--- src/rtl/conv_accum_wb_if.sv ---
// Bundles the partial-sum input stream, the per-neuron control inputs,
// the output-buffer write port and the status flags of conv_accum_wb.
interface conv_accum_wb_if #(
    parameter int DATA_W = 16,
    parameter int OUT_W  = 16
);
    logic                     layer_start;
    logic                     in_valid;
    logic signed [DATA_W-1:0] in_data;
    logic signed [DATA_W-1:0] bias;
    logic                     relu_en;
    logic                     out_valid;
    logic signed [OUT_W-1:0]  out_data;
    logic [15:0]              out_addr;
    logic                     plane_rdy;
    logic [7:0]               plane_idx;
    logic                     busy;
    logic                     sat_flag;

    modport master (
        output layer_start, in_valid, in_data, bias, relu_en,
        input  out_valid, out_data, out_addr, plane_rdy, plane_idx, busy, sat_flag
    );

    modport slave (
        input  layer_start, in_valid, in_data, bias, relu_en,
        output out_valid, out_data, out_addr, plane_rdy, plane_idx, busy, sat_flag
    );
endinterface

--- src/rtl/conv_accum_wb.sv ---
// Accumulates TAPS partial sums per output neuron, adds the aligned bias,
// rescales, optionally applies ReLU, saturates and issues one write per
// neuron with a layer-global address and per-plane completion tracking.
module conv_accum_wb #(
    parameter int DATA_W     = 16,
    parameter int ACC_W      = 32,
    parameter int OUT_W      = 16,
    parameter int TAPS       = 25,
    parameter int PLANE_SIZE = 784,
    parameter int FRAC       = 8
) (
    input  logic           i_clk,
    input  logic           i_rst_n,
    conv_accum_wb_if.slave bus
);
    typedef enum logic {S_IDLE, S_ACCUM} state_t;

    localparam logic [7:0]              TAP_LAST = 8'(TAPS - 1);
    localparam logic [15:0]             NEU_LAST = 16'(PLANE_SIZE - 1);
    localparam logic signed [ACC_W-1:0] OUT_MAX  = ACC_W'(2 ** (OUT_W - 1) - 1);
    localparam logic signed [ACC_W-1:0] OUT_MIN  = ~OUT_MAX;

    state_t                  r_state, w_state_nxt;
    logic signed [ACC_W-1:0] r_acc, w_acc_nxt, w_acc_base;
    logic [7:0]              r_tap_cnt, w_tap_nxt, w_tap_base;
    logic [15:0]             r_neu_cnt, w_neu_base;
    logic [15:0]             r_addr;
    logic [7:0]              r_plane_idx;
    logic                    r_out_valid, r_plane_rdy, r_sat;
    logic signed [OUT_W-1:0] r_out_data;

    logic signed [ACC_W-1:0] w_data_ext, w_bias_sh, w_sum, w_shift, w_relu, w_clamped;
    logic                    w_last, w_clamp;

    // layer_start is folded in as "counters already zero", so a tap arriving
    // with it is handled by the same path as any ordinary tap 0.
    assign w_acc_base = bus.layer_start ? '0 : r_acc;
    assign w_tap_base = bus.layer_start ? '0 : r_tap_cnt;
    assign w_neu_base = bus.layer_start ? '0 : r_neu_cnt;
    assign w_last     = bus.in_valid && (w_tap_base == TAP_LAST);

    assign w_data_ext = {{(ACC_W-DATA_W){bus.in_data[DATA_W-1]}}, bus.in_data};
    assign w_bias_sh  = {{(ACC_W-DATA_W){bus.bias[DATA_W-1]}}, bus.bias} <<< FRAC;
    assign w_sum      = w_acc_base + w_data_ext + w_bias_sh;
    assign w_shift    = w_sum >>> FRAC;

    // Rescaled result: optional ReLU, then saturation to the output range.
    always_comb begin
        w_relu    = (bus.relu_en && (w_shift < 0)) ? '0 : w_shift;
        w_clamped = w_relu;
        w_clamp   = 1'b0;
        if (w_relu > OUT_MAX) begin
            w_clamped = OUT_MAX;
            w_clamp   = 1'b1;
        end else if (w_relu < OUT_MIN) begin
            w_clamped = OUT_MIN;
            w_clamp   = 1'b1;
        end
    end

    // Next state: count accepted taps, return to IDLE on the last one.
    always_comb begin
        w_state_nxt = bus.layer_start ? S_IDLE : r_state;
        w_acc_nxt   = w_acc_base;
        w_tap_nxt   = w_tap_base;
        if (bus.in_valid) begin
            if (w_last) begin
                w_state_nxt = S_IDLE;
                w_acc_nxt   = '0;
                w_tap_nxt   = '0;
            end else begin
                w_state_nxt = S_ACCUM;
                w_acc_nxt   = w_acc_base + w_data_ext;
                w_tap_nxt   = w_tap_base + 8'd1;
            end
        end
    end

    // Accumulator state register.
    always_ff @(posedge i_clk or negedge i_rst_n) begin
        if (!i_rst_n) begin
            r_state   <= S_IDLE;
            r_acc     <= '0;
            r_tap_cnt <= '0;
        end else begin
            r_state   <= w_state_nxt;
            r_acc     <= w_acc_nxt;
            r_tap_cnt <= w_tap_nxt;
        end
    end

    // Write strobe, result, plane completion and sticky saturation.
    always_ff @(posedge i_clk or negedge i_rst_n) begin
        if (!i_rst_n) begin
            r_out_valid <= 1'b0;
            r_out_data  <= '0;
            r_plane_rdy <= 1'b0;
            r_neu_cnt   <= '0;
            r_sat       <= 1'b0;
        end else begin
            r_out_valid <= w_last;
            r_plane_rdy <= w_last && (w_neu_base == NEU_LAST);
            r_sat       <= (r_sat && !bus.layer_start) || (w_last && w_clamp);
            r_neu_cnt   <= w_neu_base;
            if (w_last) begin
                r_out_data <= OUT_W'(w_clamped);
                r_neu_cnt  <= (w_neu_base == NEU_LAST) ? '0 : w_neu_base + 16'd1;
            end
        end
    end

    // Address and plane index advance on the edge after the strobe, so
    // they describe the write while it is being presented.
    always_ff @(posedge i_clk or negedge i_rst_n) begin
        if (!i_rst_n) begin
            r_addr      <= '0;
            r_plane_idx <= '0;
        end else if (bus.layer_start) begin
            r_addr      <= '0;
            r_plane_idx <= '0;
        end else begin
            if (r_out_valid) r_addr <= r_addr + 16'd1;
            if (r_plane_rdy) r_plane_idx <= r_plane_idx + 8'd1;
        end
    end

    assign bus.out_valid = r_out_valid;
    assign bus.out_data  = r_out_data;
    assign bus.out_addr  = r_addr;
    assign bus.plane_rdy = r_plane_rdy;
    assign bus.plane_idx = r_plane_idx;
    assign bus.busy      = (r_state == S_ACCUM);
    assign bus.sat_flag  = r_sat;
endmodule

--- src/flat_wrapper.sv ---
// flat-port wrapper written by rule: the top's interface ports become plain ports
module conv_accum_wb_flat 
#(
    parameter int DATA_W     = 16,
    parameter int ACC_W      = 32,
    parameter int OUT_W      = 16,
    parameter int TAPS       = 25,
    parameter int PLANE_SIZE = 784,
    parameter int FRAC       = 8
)
  (i_clk, i_rst_n, bus_layer_start, bus_in_valid, bus_in_data, bus_bias, bus_relu_en, bus_out_valid, bus_out_data, bus_out_addr, bus_plane_rdy, bus_plane_idx, bus_busy, bus_sat_flag);
  conv_accum_wb_if #(.DATA_W(DATA_W), .OUT_W(OUT_W)) bus_i ();
  input  logic i_clk;
  input  logic i_rst_n;
  input wire logic [$bits(bus_i.layer_start)-1:0] bus_layer_start;
  input wire logic [$bits(bus_i.in_valid)-1:0] bus_in_valid;
  input wire logic [$bits(bus_i.in_data)-1:0] bus_in_data;
  input wire logic [$bits(bus_i.bias)-1:0] bus_bias;
  input wire logic [$bits(bus_i.relu_en)-1:0] bus_relu_en;
  output wire logic [$bits(bus_i.out_valid)-1:0] bus_out_valid;
  output wire logic [$bits(bus_i.out_data)-1:0] bus_out_data;
  output wire logic [$bits(bus_i.out_addr)-1:0] bus_out_addr;
  output wire logic [$bits(bus_i.plane_rdy)-1:0] bus_plane_rdy;
  output wire logic [$bits(bus_i.plane_idx)-1:0] bus_plane_idx;
  output wire logic [$bits(bus_i.busy)-1:0] bus_busy;
  output wire logic [$bits(bus_i.sat_flag)-1:0] bus_sat_flag;
  assign bus_i.layer_start = bus_layer_start;
  assign bus_i.in_valid = bus_in_valid;
  assign bus_i.in_data = bus_in_data;
  assign bus_i.bias = bus_bias;
  assign bus_i.relu_en = bus_relu_en;
  assign bus_out_valid = bus_i.out_valid;
  assign bus_out_data = bus_i.out_data;
  assign bus_out_addr = bus_i.out_addr;
  assign bus_plane_rdy = bus_i.plane_rdy;
  assign bus_plane_idx = bus_i.plane_idx;
  assign bus_busy = bus_i.busy;
  assign bus_sat_flag = bus_i.sat_flag;
  conv_accum_wb #(.DATA_W(DATA_W), .ACC_W(ACC_W), .OUT_W(OUT_W), .TAPS(TAPS), .PLANE_SIZE(PLANE_SIZE), .FRAC(FRAC)) u_core (.i_clk(i_clk), .i_rst_n(i_rst_n), .bus(bus_i));
endmodule
--- config.mk ---
export PLATFORM = sky130hd
export DESIGN_NAME = conv_accum_wb_flat
export DESIGN_NICKNAME = d
export VERILOG_FILES = /design/src/rtl/conv_accum_wb_if.sv /design/src/rtl/conv_accum_wb.sv /design/src/flat_wrapper.sv
export SDC_FILE = /design/constraint.sdc
export NUM_CORES = 1
export LEC_CHECK = 0
export CAP_MARGIN = 10
export CORE_MARGIN = 1
export CORE_UTILIZATION = 58
export CTS_CLUSTER_DIAMETER = 150
export DETAILED_ROUTE_END_ITERATION = 8
export PLACE_DENSITY = 0.87
export SETUP_SLACK_MARGIN = 0.4
export SLEW_MARGIN = 40
export SYNTH_ARGS = -nofsm -noshare
export SYNTH_HDL_FRONTEND = slang
export SYNTH_SLANG_ARGS = --single-unit
--- constraint.sdc ---
create_clock -name i_clk -period 5.4 [get_ports i_clk]
set_input_delay 1.08 -clock i_clk [delete_from_list [all_inputs] [get_ports i_clk]]
set_output_delay 1.08 -clock i_clk [all_outputs]
set_load 0.01 [all_outputs]
# Word level (Yosys, flattened, before mapping)
# Cells that the tools add are included.
[word_totals]
register_bits = 100
latchBits = 0
mem_bits_rw = 0
mem_bits_ro = 0
in_bits = 37
output_inout_bits = 44
wordCells = 52
n_memories = 0
[op_classes]
add_sub_neg = 6
n_mul = 0
n_div = 0
magnitude_cmp = 3
n_eq_ne = 2
shift = 0
n_mux = 21
n_bitwise = 0
reduce_logical = 10
[ops]
columns = ["op", "n"]
rows = [
  ["$mux W32", 4],
  ["$mux W16", 7],
  ["$mux W8", 5],
  ["$add A16 B1 Y16 const B", 2],
  ["$add A32 B16 Y32", 1],
  ["$add A32 B24 Y32", 1],
  ["$gt A32 B16 Y1 const B", 1],
  ["$lt A32 B16 Y1 const B", 1],
  ["$lt A24 B1 Y1 const B", 1],
  ["$add A8 B1 Y8 const B", 2],
  ["$eq A16 B10 Y1 const B", 1],
  ["$eq A8 B5 Y1 const B", 1],
  ["$reduce_bool A2 Y1", 3],
  ["$logic_and A1 B1 Y1", 5],
  ["$mux W1", 5],
  ["$logic_not A1 Y1", 1],
  ["$logic_or A1 B1 Y1", 1],
]

# Longest topological paths before layout
[depth]
ltp_word = 11
ltp_mapped = 26

# Worst setup path before layout
# No wires, ideal clock.
[synth_timing]
kind = "input to register"
start = "in bus_layer_start"
end = "reg u_core.r_out_data[10], in the netlist u_core.bus.out_data[10]"
setup_time_ns = 0.128
arrival_time_ns = 6.232
required_time_ns = 5.272
slack_ns = -0.960
path_stages = 24
cell_sequence = "clkbuf_1 -> clkbuf_1 -> clkbuf_1 -> nor2b_1 -> ha_1 -> a2111o_1 -> a21oi_1 -> nand4b_1 -> nand4_1 -> a21oi_1 -> nor3b_1 -> or3b_2 -> xor2_1 -> ha_1 -> a21o_1 -> a21o_1 -> a21o_1 -> a311o_1 -> a31oi_1 -> o311a_1 -> nand4b_1 -> a21oi_2 -> buf_2 -> o22ai_1"
[synth_via]
elab_chain_len = 9
elab_cells_between_ends = 13
classes_between = "add/sub (2); order compare (3); eq/ne (1); mux (5); reduce/logical (2)"
[synth_rtl]
columns = ["element", "line", "rtl"]
rows = [
  ["start, declared", "flat_wrapper.sv:15", "input wire logic [$bits(bus_i.layer_start)-1:0] bus_layer_start;"],
  ["$mux W32", "conv_accum_wb.sv:37", "assign w_acc_base = bus.layer_start ? '0 : r_acc;"],
  ["$add A32 B16 Y32", "conv_accum_wb.sv:44", "assign w_sum = w_acc_base + w_data_ext + w_bias_sh;"],
  ["$add A32 B24 Y32", "conv_accum_wb.sv:44", ""],
  ["$lt A24 B1 Y1", "conv_accum_wb.sv:49", "w_relu = (bus.relu_en && (w_shift < 0)) ? '0 : w_shift;"],
  ["$logic_and A1 B1 Y1", "conv_accum_wb.sv:49", ""],
  ["$mux W32", "conv_accum_wb.sv:49", ""],
  ["$lt A32 B16 Y1", "conv_accum_wb.sv:55", "end else if (w_relu < OUT_MIN) begin"],
  ["$mux W16", "conv_accum_wb.sv:55", ""],
  ["$mux W16", "conv_accum_wb.sv:52", "if (w_relu > OUT_MAX) begin"],
  ["end signal, assigned", "conv_accum_wb.sv:106", "r_out_data <= OUT_W'(w_clamped);"],
  ["end, declared", "conv_accum_wb.sv:30", "logic signed [OUT_W-1:0] r_out_data;"],
]
# Several ways; a longest one is shown, not always the timed one.
# A chain may end at the register's enable or synchronous reset.

# Worst setup path after layout
[layout_timing]
start = "in bus_layer_start"
end = "reg u_core.r_out_data[8], in the netlist u_core.bus.out_data[8]"
# Same word-level chain as after synthesis.

==> impl_metrics.env <==
export IMPL_outcome="complete, but fails checks"
export IMPL_violations="DRC, setup timing"
export IMPL_drv_slew=0
export IMPL_dr_total_vias=9671
export IMPL_seq_area_frac_synth_pct=33.4
export IMPL_die_h_um=116
export IMPL_avgSynthCellArea_um2=8.85
export IMPL_synth_flop_cell="dfrtp_1"
export IMPL_cts_path_max_buffers=2
export IMPL_yosysWarnings=0
export IMPL_cp_num_cells=25
export IMPL_cp_required_ns=5.71
export IMPL_boundaryPins=81
export IMPL_grt_pass1_wl_um=47200
export IMPL_worst_pin_slew_ns=0.825
export IMPL_cts_root_buf="clkbuf_16"
export IMPL_drt_met1_wl_um=11500
export IMPL_cp_num_buf_inv=4
export IMPL_cts_max_level=3
export IMPL_grt_pass1_vias=9221
export IMPL_wl_met2_um=16200
export IMPL_power_density_mw_per_mm2=373
export IMPL_syn2layout_area_growth_pct=54.4
export IMPL_routed_wl_um=37900
export IMPL_ys_seq_elements=100
export IMPL_postCtsHoldBufs=0
export IMPL_hp_class="reg2reg"
export IMPL_hold_depth=2
export IMPL_synthCells=846
export IMPL_maxCapViolCount=0
export IMPL_fmax_mhz=157
export IMPL_design_area_mm2=0.0116
export IMPL_endpoint_kind="flop"
export IMPL_p_clk_share_pct=16.6
export IMPL_fin_crit_sh_pct=118
export IMPL_rsz0062_at_grt="yes"
export IMPL_final_setup_viol_count=17
export IMPL_r2r_cells=23
export IMPL_fp_coreArea_mm2=0.0126
export IMPL_hold_viol=0
export IMPL_placed_cells=1245
export IMPL_path_delay_family="compound AO/OA/AOI/OAI gates"
export IMPL_power_mw=4.31
export IMPL_path_common_cell="a21oi_2"
export IMPL_gp_congestion=0.951
export IMPL_rows=41
export IMPL_die_w_um=116
export IMPL_synthArstFlopShare_pct=100
export IMPL_crit_slowest_cell="o211ai_1"
export IMPL_path_class="in2reg"
export IMPL_placed_area_mm2=0.00990
export IMPL_drt_first_iter_violations=1752
export IMPL_grt_use_total_pct=46.5
export IMPL_holdWs_ns=0.514
export IMPL_clk_latency_ns=0.39
export IMPL_p_leak_nw=5.21
export IMPL_ant_nets=0
export IMPL_critPathArrivalTime_ns=6.69
export IMPL_via_per_inst=7.42
export IMPL_initial_utilization_pct=59.3
export IMPL_slew_headroom_pct=44.8
export IMPL_ys_types=69
export IMPL_max_stage_delay_ns=0.62
export IMPL_drt_wirelength_per_cell_um=29.1
export IMPL_power_frac_comb_pct=63.5
export IMPL_intPower_mw=2.42
export IMPL_top_layer="met5"
export IMPL_clock_skew_ns=0.0137
export IMPL_hpwlAfterDp_um=15200
export IMPL_port_buffers=80
export IMPL_grt_max_degree=60
export IMPL_synth_area_mm2=0.00748
export IMPL_drc=56
export IMPL_p_sw_share_pct=43.9
export IMPL_utilization_pct=91.6
export IMPL_cts_tree="built"
export IMPL_pwr_share_seq_pct=19.9
export IMPL_min_period_ns=6.38
export IMPL_dr_pass1_iters=9
export IMPL_crit_path_start_kind="input pin"
export IMPL_cts_sinks=100
export IMPL_cts_buffers=9
export IMPL_layout_nets=1227
export IMPL_globalRoute_totalOverflow=0
export IMPL_synthesis_nets=947
export IMPL_diodes=0
export IMPL_antenna_found_initial=0
export IMPL_setup_slack_ns=-0.979
export IMPL_ir_drop_v=0.000304
export IMPL_wl_met3_um=5350
export IMPL_final_instance_count_excl_fill=1303
export IMPL_crit_fanout=8
export IMPL_clk_pin_slew_ns=0.08
export IMPL_dieArea_mm2=0.0134
export IMPL_drive_gt1_share_pct=35.3
export IMPL_synth_edff_count=0
export IMPL_switchingPower_mw=1.89
-- metal layers --
layer  GRT usage [%]  vias up
met4            37.4        4
met3            14.3      530
met5               0        -
li1                -     3645
met1            49.5     4402
met2            76.8     1090
-- through the flow --
stage                     setup slack (ns)  setup TNS (ns)
after floorplan                     -0.234           -3.41
after global placement              -0.310           -4.84
after detailed placement            -0.596           -9.21
after CTS                           0.0160               0
after global routing                -0.934          -13.75
final                               -0.979          -15.22
-- layout make-up --
type	count	area, um^2
inverter	23	88.8
sequential	100	2500
clock buffer	10	229
fill	441	1060
clock inverter	6	68.8
multi-input combinational	693	5830
timing repair buffer	299	2630
tap	172	215
-- cell usage after synthesis, types with 6 or more instances --
library cell,number,share of area (%)
nor2b_1,38,3.2
nand3_1,27,1.8
o2bb2ai_1,9,1.1
o21a_1,10,1.0
inv_1,22,1.1
a21oi_1,61,4.1
nor3_1,17,1.1
clkbuf_1,22,1.1
and2_1,9,0.75
nand2_1,59,3.0
dfrtp_1,100,33
a31oi_1,9,0.75
and3_1,12,1.0
a22o_1,22,2.6
o21ai_0,38,2.5
ha_1,62,10
o21bai_1,9,0.90
a21o_1,22,2.2
buf_2,6,0.40
xnor2_1,37,4.3
nand2b_1,13,1.1
nand4_1,17,1.4
xor2_1,39,4.6
nor2_1,76,3.8
or3_1,14,1.2
o22ai_1,17,1.4
-- worst min-delay path, stage by stage, from the launching register on --
cell and delay (ns):
dfrtp_1 0.37, nand2_1 0.05, nand2_1 0.06
-- kinds of logic (layout without fill, tap and decap cells) --
family / count (synthesis) / count (layout) / synth area share [%]
fa+ha+maj: 64 / 64 / 10.9
mux: 4 / 4 / 0.535
buf+inv: 53 / 338 / 2.79
simple gates: 315 / 315 / 22.4
compound gates: 233 / 233 / 20.8
xor+xnor: 77 / 77 / 9.11
flops: 100 / 100 / 33.4
-- path summary, 6_finish.rpt --
kind                                              start                      end  slack, ns
min in group asynchronous                       i_rst_n   u_core.bus.out_addr[3]       0.70
worst max-delay path                    bus_layer_start   u_core.bus.out_data[8]      -0.98
worst min register to register  u_core.bus.out_data[15]  u_core.bus.out_data[15]       0.51
worst max register to register          u_core.r_acc[0]   u_core.bus.out_data[8]      -0.41
max in group asynchronous                       i_rst_n         u_core.r_acc[27]       3.73
worst min-delay path            u_core.bus.out_data[15]  u_core.bus.out_data[15]       0.51
-- flip-flops by register name (all words and copies together) (netlist names) --
name,flops
u_core.bus.plane_rdy,1
u_core.r_acc,32
u_core.r_tap_cnt,8
u_core.bus.out_data,16
u_core.bus.busy,1
u_core.bus.sat_flag,1
u_core.bus.out_valid,1
u_core.bus.plane_idx,8
u_core.r_neu_cnt,16
u_core.bus.out_addr,16
-- cells in the final DEF (no fill, tap or decap), types with 6 or more instances in the layout --
| cell | synthesis | routed |
|---|---|---|
| a21o_1 | 22 | 22 |
| a21oi_1 | 61 | 33 |
| a21oi_2 | 1 | 26 |
| a22o_1 | 22 | 22 |
| a31oi_1 | 9 | 6 |
| and2_1 | 9 | 9 |
| and3_1 | 12 | 8 |
| buf_12 | 0 | 6 |
| buf_4 | 0 | 203 |
| buf_6 | 0 | 7 |
| clkbuf_16 | 0 | 10 |
| clkdlybuf4s50_1 | 0 | 65 |
| dfrtp_1 | 100 | 100 |
| dlygate4sd2_1 | 0 | 13 |
| ha_1 | 62 | 37 |
| ha_2 | 0 | 6 |
| ha_4 | 0 | 19 |
| inv_1 | 22 | 22 |
| nand2_1 | 59 | 57 |
| nand2b_1 | 13 | 12 |
| nand3_1 | 27 | 26 |
| nand4_1 | 17 | 17 |
| nor2_1 | 76 | 72 |
| nor2b_1 | 38 | 21 |
| nor2b_2 | 0 | 9 |
| nor2b_4 | 0 | 8 |
| nor3_1 | 17 | 14 |
| o21a_1 | 10 | 10 |
| o21ai_0 | 38 | 25 |
| o21ai_1 | 2 | 8 |
| o21ai_2 | 0 | 6 |
| o21bai_1 | 9 | 7 |
| o22ai_2 | 0 | 10 |
| o2bb2ai_1 | 9 | 9 |
| or3_1 | 14 | 13 |
| xnor2_1 | 37 | 29 |
| xnor2_2 | 1 | 7 |
| xor2_1 | 39 | 33 |
-- power groups by stage --
| stage | Sequential [mW] | Combinational, mW | Clock (mW) |
|---|---|---|---|
| detailed placement | 0.852 | 1.76 | 0 |
| floorplan | 0.854 | 1.03 | 0 |
| global placement | 0.850 | 1.70 | 0 |
| CTS | 0.842 | 2.01 | 0.683 |
| global route | 0.859 | 2.80 | 0.736 |
| finish | 0.860 | 2.74 | 0.715 |
-- timing repair --
item / CTS / global route
pin swaps: 64 / 53
setup endpoints to repair: 17 / 17
setup buffers: 22 / 16
gates cloned: 3 / 1
resized for setup: 105 / 88
Power figures use the tool's default switching activity.
